### config.mk
export PLATFORM = sky130hd
export DESIGN_NAME = mrd_chunk_scheduler
export DESIGN_NICKNAME = d
export VERILOG_FILES = /design/src/rtl/mrd_chunk_scheduler.sv
export SDC_FILE = /design/constraint.sdc
export NUM_CORES = 1
export LEC_CHECK = 0
export CORE_AREA = 3 3 212 131
export CTS_CLUSTER_SIZE = 20
export DETAILED_ROUTE_END_ITERATION = 10
export DIE_AREA = 0 0 215 134
export HOLD_SLACK_MARGIN = 0.08
export PLACE_DENSITY_LB_ADDON = 0.1
export SLEW_MARGIN = 20
export SYNTH_ARGS = -nofsm -noshare
export SYNTH_HDL_FRONTEND = slang
export SYNTH_SLANG_ARGS = --single-unit
### constraint.sdc
create_clock -name trn_clk_i -period 6.4 [get_ports trn_clk_i]
set_input_delay 1.28 -clock trn_clk_i [delete_from_list [all_inputs] [get_ports trn_clk_i]]
set_output_delay 1.28 -clock trn_clk_i [all_outputs]
set_load 0.01 [all_outputs]
### src/rtl/mrd_chunk_scheduler.sv
// ============================================================================
// Module      : mrd_chunk_scheduler
// Description : Splits each read_chunk request into one or more PCIe MRd64
//               TLPs (two 64-bit beats each) on the TRN TX port. Assigns
//               request tags, caps unreleased tags, and acknowledges a chunk
//               once every TLP of it has been accepted by the endpoint.
// Revision    : 1.0 - initial release
// ----------------------------------------------------------------------------
// Ports
//   trn_clk_i                     user clock
//   reset_i                       synchronous, active-high reset
//   read_chunk_i                  chunk request level, held until ack
//   huge_page_addr_read_from_i    chunk byte address (sampled on first cycle)
//   read_chunk_ack_o              1-cycle pulse, whole chunk issued
//   cfg_completer_id_i            requester ID for DW1[31:16]
//   cpl_tag_release_i             1-cycle pulse, oldest tag released
//   trn_td_o / trn_trem_n_o       TX data / remainder (always full qword)
//   trn_tsof_n_o / trn_teof_n_o   start / end of frame, active-low
//   trn_tsrc_rdy_n_o              source ready, active-low
//   trn_tdst_rdy_n_i              destination ready, active-low
//   outstanding_o                 number of unreleased tags
//   err_release_underflow_o       sticky: release seen with nothing outstanding
// ============================================================================
`timescale 1ns/1ps
`default_nettype none

module mrd_chunk_scheduler #(
  parameter int CHUNK_BYTES     = 512,
  parameter int RD_REQ_BYTES    = 512,
  parameter int MAX_OUTSTANDING = 4
) (
  input  logic        trn_clk_i,
  input  logic        reset_i,
  input  logic        read_chunk_i,
  input  logic [63:0] huge_page_addr_read_from_i,
  output logic        read_chunk_ack_o,
  input  logic [15:0] cfg_completer_id_i,
  input  logic        cpl_tag_release_i,
  output logic [63:0] trn_td_o,
  output logic [7:0]  trn_trem_n_o,
  output logic        trn_tsof_n_o,
  output logic        trn_teof_n_o,
  output logic        trn_tsrc_rdy_n_o,
  input  logic        trn_tdst_rdy_n_i,
  output logic [5:0]  outstanding_o,
  output logic        err_release_underflow_o
);

  localparam int              NUM_REQ   = CHUNK_BYTES / RD_REQ_BYTES;
  localparam int              REM_W     = $clog2(NUM_REQ + 1);
  localparam logic [REM_W-1:0] NUM_REQ_L = REM_W'(NUM_REQ);
  localparam logic [9:0]      LEN       = 10'(RD_REQ_BYTES / 4);
  localparam logic [4:0]      TAG_LAST  = 5'(MAX_OUTSTANDING - 1);
  localparam logic [5:0]      MAX_OUT_L = 6'(MAX_OUTSTANDING);
  localparam logic [63:0]     ADDR_STEP = 64'(RD_REQ_BYTES);
  localparam logic [63:0]     ADDR_MASK = ~64'h3;

  typedef enum logic [2:0] {
    ST_IDLE = 3'd0,
    ST_WAIT = 3'd1,
    ST_HDR0 = 3'd2,
    ST_HDR1 = 3'd3,
    ST_ACK  = 3'd4,
    ST_DROP = 3'd5
  } state_t;

  state_t           state_q;
  logic [63:0]      addr_q;
  logic [REM_W-1:0] rem_q;
  logic [4:0]       tag_q;
  logic [5:0]       out_q, out_d;
  logic             err_q, err_d;
  logic             ack_q;
  logic [63:0]      td_q;
  logic             sof_n_q;
  logic             eof_n_q;
  logic             srdy_n_q;

  logic             beat_xfer;
  logic             hdr1_xfer;
  logic [31:0]      dw0;
  logic [31:0]      dw1;

  assign beat_xfer = !srdy_n_q && !trn_tdst_rdy_n_i;
  assign hdr1_xfer = (state_q == ST_HDR1) && beat_xfer;

  // MRd64 header: Fmt/Type = 0b01_00000, no TC/attr bits, all byte enables set.
  assign dw0 = {1'b0, 7'b01_00000, 8'h00, 6'b0, LEN};
  assign dw1 = {cfg_completer_id_i, 3'b0, tag_q, 4'hF, 4'hF};

  // A new TLP and a release in the same cycle cancel out. A release with
  // nothing outstanding cannot go negative; it is flagged instead.
  always_comb begin
    out_d = out_q;
    err_d = err_q;
    if (hdr1_xfer && !cpl_tag_release_i) begin
      out_d = out_q + 6'd1;
    end else if (!hdr1_xfer && cpl_tag_release_i) begin
      if (out_q == 6'd0) begin
        err_d = 1'b1;
      end else begin
        out_d = out_q - 6'd1;
      end
    end
  end

  always_ff @(posedge trn_clk_i) begin
    if (reset_i) begin
      state_q  <= ST_IDLE;
      addr_q   <= 64'd0;
      rem_q    <= '0;
      tag_q    <= 5'd0;
      out_q    <= 6'd0;
      err_q    <= 1'b0;
      ack_q    <= 1'b0;
      td_q     <= 64'd0;
      sof_n_q  <= 1'b1;
      eof_n_q  <= 1'b1;
      srdy_n_q <= 1'b1;
    end else begin
      out_q <= out_d;
      err_q <= err_d;
      ack_q <= 1'b0;
      case (state_q)
        ST_IDLE: begin
          // Address is only valid in this first cycle; later changes are ignored.
          if (read_chunk_i) begin
            addr_q  <= huge_page_addr_read_from_i;
            rem_q   <= NUM_REQ_L;
            state_q <= ST_WAIT;
          end
        end
        ST_WAIT: begin
          // Holds here indefinitely while every tag is in flight.
          if (out_q < MAX_OUT_L) begin
            td_q     <= {dw0, dw1};
            srdy_n_q <= 1'b0;
            sof_n_q  <= 1'b0;
            eof_n_q  <= 1'b1;
            state_q  <= ST_HDR0;
          end
        end
        ST_HDR0: begin
          if (beat_xfer) begin
            td_q    <= addr_q & ADDR_MASK;
            sof_n_q <= 1'b1;
            eof_n_q <= 1'b0;
            state_q <= ST_HDR1;
          end
        end
        ST_HDR1: begin
          if (beat_xfer) begin
            // Source ready drops for a cycle between TLPs.
            srdy_n_q <= 1'b1;
            eof_n_q  <= 1'b1;
            tag_q    <= (tag_q == TAG_LAST) ? 5'd0 : tag_q + 5'd1;
            addr_q   <= addr_q + ADDR_STEP;
            rem_q    <= rem_q - REM_W'(1);
            if (rem_q == REM_W'(1)) begin
              ack_q   <= 1'b1;
              state_q <= ST_ACK;
            end else begin
              state_q <= ST_WAIT;
            end
          end
        end
        ST_ACK: begin
          state_q <= ST_DROP;
        end
        ST_DROP: begin
          // Waiting for the request to fall keeps one ack per request.
          if (!read_chunk_i) begin
            state_q <= ST_IDLE;
          end
        end
        default: begin
          state_q <= ST_IDLE;
        end
      endcase
    end
  end

  assign read_chunk_ack_o        = ack_q;
  assign trn_td_o                = td_q;
  assign trn_trem_n_o            = 8'h00;
  assign trn_tsof_n_o            = sof_n_q;
  assign trn_teof_n_o            = eof_n_q;
  assign trn_tsrc_rdy_n_o        = srdy_n_q;
  assign outstanding_o           = out_q;
  assign err_release_underflow_o = err_q;

endmodule

`default_nettype wire

==> flow_summary_export.csv, run 1 <==
group,metric,value,unit
status,status,"completed",
synthesis,ys_async_sr_fraction,0,%
timing,skew,0.0152,ns
clocking,cts_tree,"built",
clocking,clockBufferDepth,2,
timing,drv_slew,0,
synthesis,synth_flop_cell,"dfxtp_1",
synthesis,synth_top_area_share,37.4,%
timing,setup_viol,0,
synthesis,syn_avg_cell_area,7.75,um^2
worst_setup_path,crit_type,"primary input to flop",
synthesis,netlist_area,7770,um^2
cells_and_area,diodes,0,
synthesis,synth_compound_area_share,22.3,%
synthesis,synth_area_leaders,"dfxtp_1, nand2_1, a21oi_1",
clocking,postCtsSetupRepairBufs,0,
die,rows,46,
synthesis,synthMuxAreaShare,1.82,%
cells_and_area,nets,1201,
timing,slew_headroom,34.5,%
power,powerDensity,305,nW/um^2
drt,drtPass1Iterations,5,
drt,vias,8043,
grt,grt_pass1_vias,7441,
die,dieWidth,215,um
grt,grt_max_degree,82,
timing,tightest_slew,0.977,ns
grt,grt_use_total,20.1,%
worst_setup_path,critPathArrivalTime,5.10,ns
worst_hold_path,hold_class,"flop to flop",
clocking,htreeDepth,4,
timing,clock.fmax,210,MHz
grt,grt_pass1_wl,45.3,mm
drt,drcViolationCount,0,
synthesis,synth-xor-area-share,0.564,%
drt,ant_nets,0,
die,dieArea,28800,um^2
worst_setup_path,cp.required,6.73,ns
placed_design,gp_congestion,0.854,
die,io_pins,168,
synthesis,synth_edf_count,0,
die,core,26100,um^2
clocking,cts_hold_buf,0,
synthesis,synth-simple-area-share,29.5,%
power,ir_drop,185,uV
grt,grt_overflow,0,
synthesis,syn_inst,1002,
synthesis,ys_seq_elements,145,
die,initial_core_util,29.8,%
timing,timing.setup.tns,0,ns
timing,fin_crit_sh,74.6,%
clocking,clk_pin_slew,0.06,ns
clocking,clock_latency,0.45,ns
placed_design,place_hpwl,19.8,mm
die,die_h,134,um
grt,antenna_found_initial,0,
timing,finalHoldViolCount,0,
timing,grt_setup_unrepaired,"no",
drt,routedWlPerCell,19.7,um
cells_and_area,drive_gt1_share,5.99,%
drt,wl,29.1,mm
clocking,clockRootBuffer,"clkbuf_16",
synthesis,ys_seq_area_share,37.4,%
drt,first_iter_violations,689,
run,max-cap-violations,0,
drt,via_per_inst,5.44,
clocking,cts.sinks,145,
synthesis,yosysUniqueCellTypes,78,
worst_setup_path,start_kind,"primary input",
synthesis,yosysTopAreaCell,"dfxtp_1",
cells_and_area,area_growth,30.5,%
synthesis,synth_top_family_by_area,"simple AND/OR/NAND/NOR gates",
synthesis,synthAdderAreaFrac,1.55,%
worst_setup_path,end_kind,"flop",
timing,hold_ws,0.454,ns
worst_setup_path,crit_fanout,14,
timing,post-route-min-period,4.77,ns
placed_design,portBuffers,157,
clocking,cts-resized-gates,0,
synthesis,ys_warn_count,0,
power,p_leak,3.42,nW
clocking,numCtsBuffers,17,
==> critical path, cell delays in order <==
cell and delay, ns:
clkdlybuf4s50_1 0.52, nor2_1 0.09, nand2_1 0.58, clkinv_1 0.55, ha_1 0.40, inv_1 0.18
ha_1 0.27, a211oi_1 0.32, o21bai_1 0.13, a21oi_1 0.19, mux2i_1 0.23, mux2_2 0.35
==> kinds of logic (layout without fill, tap and decap cells) <==
kind of cell,count (synthesis),in the layout
and+or+nand+nor,443,443
AOI/OAI and AO/OA,270,270
DFF,145,145
buffers and inverters,115,225
muxes,14,14
adders and majority gates,9,9
xor gates and xnor gates,5,5
other,1,8
==> registers in the layout, indices dropped and copies added, names as in the netlist, 3 cells and up <==
name and flops:
outstanding_o 6, tag_q 5, addr_q 62, trn_td_o 63, state_q 3
==> cell type report <==
| class | instances | area (um^2) |
|---|---|---|
| fill | 2751 | 15900 |
| multi-input combinational | 749 | 4390 |
| sequential | 145 | 2900 |
| timing repair buffer | 172 | 1710 |
| clock buffer | 26 | 499 |
| tap | 360 | 450 |
| clock inverter | 5 | 100 |
| inverter | 22 | 82.6 |
==> cells in the mapped netlist (all sizes together) (13+ instances only) <==
| master | count |
|---|---|
| nand2 | 151 |
| dfxtp | 145 |
| a21oi | 105 |
| nand3 | 72 |
| clkbuf | 68 |
| nor2 | 49 |
| nor3 | 35 |
| o21ai | 32 |
| nand4 | 28 |
| a22oi | 27 |
| nor4 | 26 |
| buf | 25 |
| and3 | 22 |
| and2 | 20 |
| inv | 20 |
| a31oi | 18 |
| mux2i | 13 |
==> report_power, final <==
part           internal [W]  total [W]  leakage (nW)  switching, W
Sequential          0.00102    0.00118          1.18      0.000151
Clock              0.000652    0.00105         0.294      0.000395
Combinational      0.000398   0.000870          1.94      0.000472
==> cell usage in the layout (no fill, tap or decap), types with 27 or more instances in the layout <==
cell type,n
clkdlybuf4s50_1,156
o21ai_0,32
nand2_1,151
nand4_1,27
a22oi_1,27
a21oi_1,104
dfxtp_1,145
nor3_1,32
nor2_1,49
nand3_1,71
==> path summary, 6_finish.rpt <==
| check | start | endpoint | slack (ns) | depth (start not counted) |
|---|---|---|---|---|
| worst max-delay path | trn_tdst_rdy_n_i | outstanding_o[5] | 1.63 | 12 |
| worst min-delay path | addr_q[5] | addr_q[5] | 0.45 | 2 |
| worst max register to register | state_q[2] | outstanding_o[5] | 2.21 | 11 |
| worst min register to register | addr_q[5] | addr_q[5] | 0.45 | 2 |
==> metrics by stage <==
step | setup slack [ns] | utilization (%) | instances | instance area [um^2] | power [W]
floorplan | 2.92 | - | 1009 | 7790 | 0.00168
global placement | 1.32 | 36.5 | 1447 | 9510 | 0.00205
detailed placement | 1.25 | 36.5 | 1447 | 9510 | 0.00205
CTS | 1.70 | 38.8 | 1478 | 10100 | 0.00312
global route | 1.38 | 38.9 | 1479 | 10100 | 0.00327
finish | 1.63 | 38.9 | 1479 | 10100 | 0.00309
==> metal layers <==
layer | up-vias | share of wire (%) | track usage (%)
met5 | - | 0 | 0
met4 | 0 | 1.4 | 5.72
met3 | 31 | 5.7 | 4.19
met2 | 272 | 41 | 27.6
met1 | 3838 | 52 | 31.1
li1 | 3902 | - | -
(Power assumes the default switching activity.)
==> run 2: changes to the inputs <==
==> constraint.sdc (replaced) <==
create_clock -name trn_clk_i -period 4.8 [get_ports trn_clk_i]
set_input_delay 0.96 -clock trn_clk_i [delete_from_list [all_inputs] [get_ports trn_clk_i]]
set_output_delay 0.96 -clock trn_clk_i [all_outputs]
set_load 0.01 [all_outputs]
==> flow_summary_export.csv, run 2 (synthesis results as in run 1) <==
group,metric,value,unit
status,status,"completed",
power,p_seq_share,36.1,%
clocking,cts-resized-gates,0,
die,dieWidth,215,um
cells_and_area,largest_register_ffs,63,
power,p_int,0.00294,W
timing,finalHoldViolCount,0,
die,die_h,134,um
power,clock_power_share,37.3,%
clocking,clockRootBuffer,"clkbuf_16",
grt,grt_overflow,0,
drt,vias,7892,
drt,via_per_inst,5.31,
timing,slew_headroom,40.1,%
timing,tightest_slew,0.896,ns
worst_hold_path,hold_class,"flop to flop",
clocking,numCtsBuffers,17,
worst_setup_path,crit_fanout,8,
clocking,clock_latency,0.43,ns
grt,grt_pass1_wl,44.8,mm
cells_and_area,fin_area,10300,um^2
placed_design,place_hpwl,20.1,mm
die,rows,46,
timing,drv_slew,0,
timing,grt_setup_unrepaired,"no",
cells_and_area,final_common_cell,"clkdlybuf4s50_1",
die,core,26100,um^2
power,power_frac_comb,26.6,%
clocking,htreeDepth,4,
drt,drcViolationCount,0,
cells_and_area,drive_gt1_share,6.93,%
clocking,cts.sinks,145,
drt,ant_nets,0,
power,finalPower,0.00434,W
clocking,clk_pin_slew,0.06,ns
worst_setup_path,slowest_stage,"clkdlybuf4s50_1",
worst_setup_path,r2r_cells,11,
timing,fin_crit_sh,77.4,%
die,initial_core_util,29.8,%
placed_design,place_area,9570,um^2
worst_setup_path,cp.required,5.12,ns
worst_hold_path,whs_path_depth,2,
drt,first_iter_violations,571,
grt,antenna_found_initial,0,
drt,wl,29.1,mm
timing,timing.setup.tns,0,ns
timing,finalWorstSetupSlack,1.09,ns
placed_design,place_ws,0.704,ns
cells_and_area,num-fill-cells,2717,
die,dieArea,28800,um^2
clocking,cts_hold_buf,0,
worst_setup_path,crit_type,"primary input to flop",
run,max-cap-violations,0,
power,p_leak,3.49,nW
power,switchingPower,0.00140,W
clocking,postCtsSetupRepairBufs,0,
timing,clock.fmax,269,MHz
power,swShare,32.2,%
drt,routedWlPerCell,19.6,um
worst_setup_path,cp_cell_sequence,"clkdlybuf4s50_1 -> nor2_1 -> nand2_1 -> clkinv_1 -> ha_1 -> inv_1 -> ha_1 -> a211oi_1 -> o21bai_1 -> a21oi_1 -> mux2i_1 -> mux2_2",
drt,drtPass1Iterations,5,
worst_setup_path,worstSetupPathDepth,12,
cells_and_area,area_growth,32.1,%
grt,grt_pass1_vias,7323,
worst_setup_path,critPathArrivalTime,4.03,ns
cells_and_area,nets,1206,
placed_design,gp_congestion,0.844,
clocking,clockBufferDepth,2,
worst_setup_path,slowest_delay,0.51,ns
cells_and_area,final_cell_mix,"clkdlybuf4s50_1, nand2_1, dfxtp_1",
timing,skew,0.00941,ns
clocking,cts_tree,"built",
power,powerDensity,423,nW/um^2
power,ir_drop,235,uV
die,io_pins,168,
timing,post-route-min-period,3.71,ns
grt,grt_max_degree,101,
worst_setup_path,critPathBufInv,3,
timing,setup_viol,0,
worst_setup_path,cp_top_family,"buffers and inverters",
placed_design,portBuffers,157,
grt,grt_use_total,19.7,%
worst_setup_path,end_kind,"flop",
cells_and_area,diodes,0,
worst_setup_path,worst_path_most_repeated_cell,"ha_1",
worst_setup_path,start_kind,"primary input",
-- run 2: changes by cell type in the layout (fill, tap and decap cells not counted), sizes merged --
cell    before  now
clkinv       4    9
clkbuf      26   18
bufinv       3    7
buf         16   21
-- run 2: area by class of cell --
cell class	count	area, um^2	share of cell area, %
repair buffers	177	1740	17.0
multi-input cells	749	4390	42.7
clock inverters	14	260	2.54
inverters	22	82.6	0.804
flip-flops and latches	145	2900	28.3
well taps	360	450	4.39
clock buffers	18	439	4.28
-- run 2: routing by layer --
layer / part of all wire [%] / GRT usage, % / vias to the layer above / wire length (um)
met5: 0 / 0 / - / 0
met4: 0.77 / 3.48 / 0 / 225
met3: 6.3 / 4.57 / 18 / 1820
met2: 42 / 28.0 / 241 / 12300
met1: 51 / 30.3 / 3746 / 14700
li1: - / - / 3887 / -
-- run 2: final timing paths --
check,start,endpoint,slack [ns]
worst min-delay path,trn_td_o[24],trn_td_o[24],0.45
worst max register to register,state_q[2],outstanding_o[5],1.35
worst min register to register,trn_td_o[24],trn_td_o[24],0.45
worst max-delay path,trn_tdst_rdy_n_i,outstanding_o[5],1.09
-- run 2: power by group through the flow --
stage,Combinational (W),Clock (W),Sequential (W)
6_report,0.00116,0.00162,0.00157
5_1_grt,0.00127,0.00170,0.00160
4_1_cts,0.00116,0.00165,0.00157
3_5_place_dp,0.00116,0,0.00159
3_3_place_gp,0.00115,0,0.00159
2_1_floorplan,0.000689,0,0.00155
-- run 2: metrics by stage --
step	util [%]	hold WS, ns	std cells
3_3_place_gp	36.7	0.442	1453
4_1_cts	39.4	0.454	1485
2_1_floorplan	-	0.432	1009
5_1_grt	39.4	0.468	1485
3_5_place_dp	36.7	0.444	1453
6_report	39.4	0.455	1485
-- run 2: worst register-to-register path: stages (launching register included) --
cell and delay (ns):
dfxtp_1 0.64, and3b_1 0.25, nand2_1 0.08, clkinv_1 0.30, ha_1 0.36, inv_1 0.19
ha_1 0.28, a211oi_1 0.36, o21bai_1 0.12, a21oi_1 0.18, mux2i_1 0.22, mux2_2 0.35
==> run 3: changes to the inputs <==
==> constraint.sdc (replaced) <==
create_clock -name trn_clk_i -period 3.1 [get_ports trn_clk_i]
set_input_delay 0.62 -clock trn_clk_i [delete_from_list [all_inputs] [get_ports trn_clk_i]]
set_output_delay 0.62 -clock trn_clk_i [all_outputs]
set_load 0.01 [all_outputs]
==> flow_summary_export.csv, run 3 (synthesis results as in run 1) <==
group,metric,value,unit
timing,drv_slew,0,
clocking,cts_tree,"built",
drt,drtPass1Iterations,5,
grt,antenna_found_initial,0,
worst_setup_path,crit_path_start,"trn_tdst_rdy_n_i",
cells_and_area,final_common_cell,"clkdlybuf4s50_1",
drt,drcViolationCount,0,
die,initial_core_util,29.8,%
cells_and_area,diodes,0,
timing,slew_headroom,45.0,%
clocking,cts_hold_buf,0,
clocking,cts-resized-gates,0,
timing,finalHoldViolCount,0,
timing,tightest_slew,0.817,ns
placed_design,portBuffers,157,
worst_setup_path,cp.required,3.42,ns
clocking,htreeDepth,4,
worst_setup_path,slowest_stage,"clkdlybuf4s50_1",
clocking,cts.sinks,145,
die,die_h,134,um
worst_setup_path,end_kind,"flop",
die,rows,46,
placed_design,place_ws,-0.0883,ns
worst_setup_path,cp_cell_sequence,"clkdlybuf4s50_1 -> nor2_1 -> nand2_1 -> clkinv_1 -> ha_1 -> inv_1 -> ha_1 -> a211oi_1 -> o21bai_1 -> a21oi_1 -> mux2i_1 -> mux2_2",
timing,post-route-min-period,2.76,ns
timing,fin_crit_sh,89.1,%
timing,skew,0.00938,ns
grt,grt_overflow,0,
timing,finalWorstSetupSlack,0.337,ns
die,io_pins,168,
cells_and_area,largest_register_ffs,63,
power,finalPower,0.00627,W
worst_hold_path,hold_class,"flop to flop",
worst_setup_path,worst_path_most_repeated_cell,"ha_1",
power,ir_drop,327,uV
grt,grt_pass1_wl,45.4,mm
worst_setup_path,start_kind,"primary input",
cells_and_area,drive_gt1_share,8.60,%
grt,grt_use_total,20.0,%
drt,routedWlPerCell,19.2,um
cells_and_area,num-fill-cells,2727,
timing,setup_viol,0,
power,p_leak,3.56,nW
clocking,numCtsBuffers,17,
clocking,clockRootBuffer,"clkbuf_16",
cells_and_area,nets,1234,
status,status,"completed",
power,powerDensity,607,nW/um^2
timing,clock.fmax,362,MHz
cells_and_area,area_growth,33.0,%
drt,first_iter_violations,665,
grt,grt_max_degree,56,
clocking,clock_latency,0.44,ns
placed_design,gp_congestion,0.830,
clocking,clk_pin_slew,0.05,ns
drt,via_per_inst,5.33,
worst_setup_path,slowest_delay,0.48,ns
drt,wl,29.0,mm
die,dieArea,28800,um^2
die,core,26100,um^2
timing,grt_setup_unrepaired,"no",
worst_setup_path,crit_fanout,3,
worst_setup_path,critPathArrivalTime,3.08,ns
clocking,clockBufferDepth,2,
clocking,postCtsSetupRepairBufs,0,
timing,timing.setup.tns,0,ns
worst_setup_path,worstReg2RegStart,"state_q[2]",
placed_design,place_hpwl,20.6,mm
cells_and_area,final_cell_mix,"clkdlybuf4s50_1, nand2_1, dfxtp_1",
drt,ant_nets,0,
drt,vias,8061,
worst_setup_path,crit_type,"primary input to flop",
die,dieWidth,215,um
worst_hold_path,hold_start,"addr_q[2]",
run,max-cap-violations,0,
grt,grt_pass1_vias,7585,
## run 3: cell types whose count changed in the layout (fill, tap and decap cells not counted), moves of 2 or more
cell | previous run | this run
clkinv_4 | 4 | 1
buf_12 | 2 | 4
bufinv_16 | 7 | 1
buf_4 | 19 | 45
clkbuf_1 | 0 | 5
## run 3: final cells by class
class | instances | area [um^2] | share of cell area (%)
flip-flops and latches | 145 | 2900 | 28.1
inverters | 22 | 82.6 | 0.799
clock inverters | 6 | 58.8 | 0.569
well taps | 360 | 450 | 4.36
repair buffers | 205 | 1980 | 19.2
clock buffers | 24 | 472 | 4.57
multi-input cells | 749 | 4390 | 42.4
## run 3: worst max-delay path, delay by kind of cell
kind,cells,cell delay [ns]
mux,2,0.57
fa+ha+maj,2,0.45
compound gates,3,0.61
buf+inv,3,0.68
simple gates,2,0.16
## run 3: metal layers
metal  global-route usage, %  up-vias  wire length, um
met5                       0        -                0
met4                    3.19        0              151
met3                    5.93       18             1870
met2                    28.3      233            12100
met1                    30.2     3852            14900
li1                        -     3958                -
## run 3: path summary, 6_finish.rpt
kind	end	slack, ns	cells past startpoint
worst max register to register	outstanding_o[5]	0.57	11
worst min-delay path	addr_q[2]	0.45	2
worst min register to register	addr_q[2]	0.45	2
worst max-delay path	outstanding_o[5]	0.34	12
## run 3: where the power goes
group	internal (W)	switching, W	total [W]
clock	0.00113	0.000816	0.00195
combinational	0.000904	0.00102	0.00192
sequential	0.00212	0.000285	0.00240
total	0.00415	0.00212	0.00627
## run 3: through the flow
stage / hold WS (ns) / utilization, % / instance area (um^2) / cells
2_1_floorplan: 0.432 / - / 7790 / 1009
3_3_place_gp: 0.441 / 37.6 / 9800 / 1481
3_5_place_dp: 0.445 / 37.6 / 9800 / 1481
4_1_cts: 0.453 / 39.6 / 10300 / 1511
5_1_grt: 0.465 / 39.6 / 10300 / 1511
6_report: 0.452 / 39.6 / 10300 / 1511
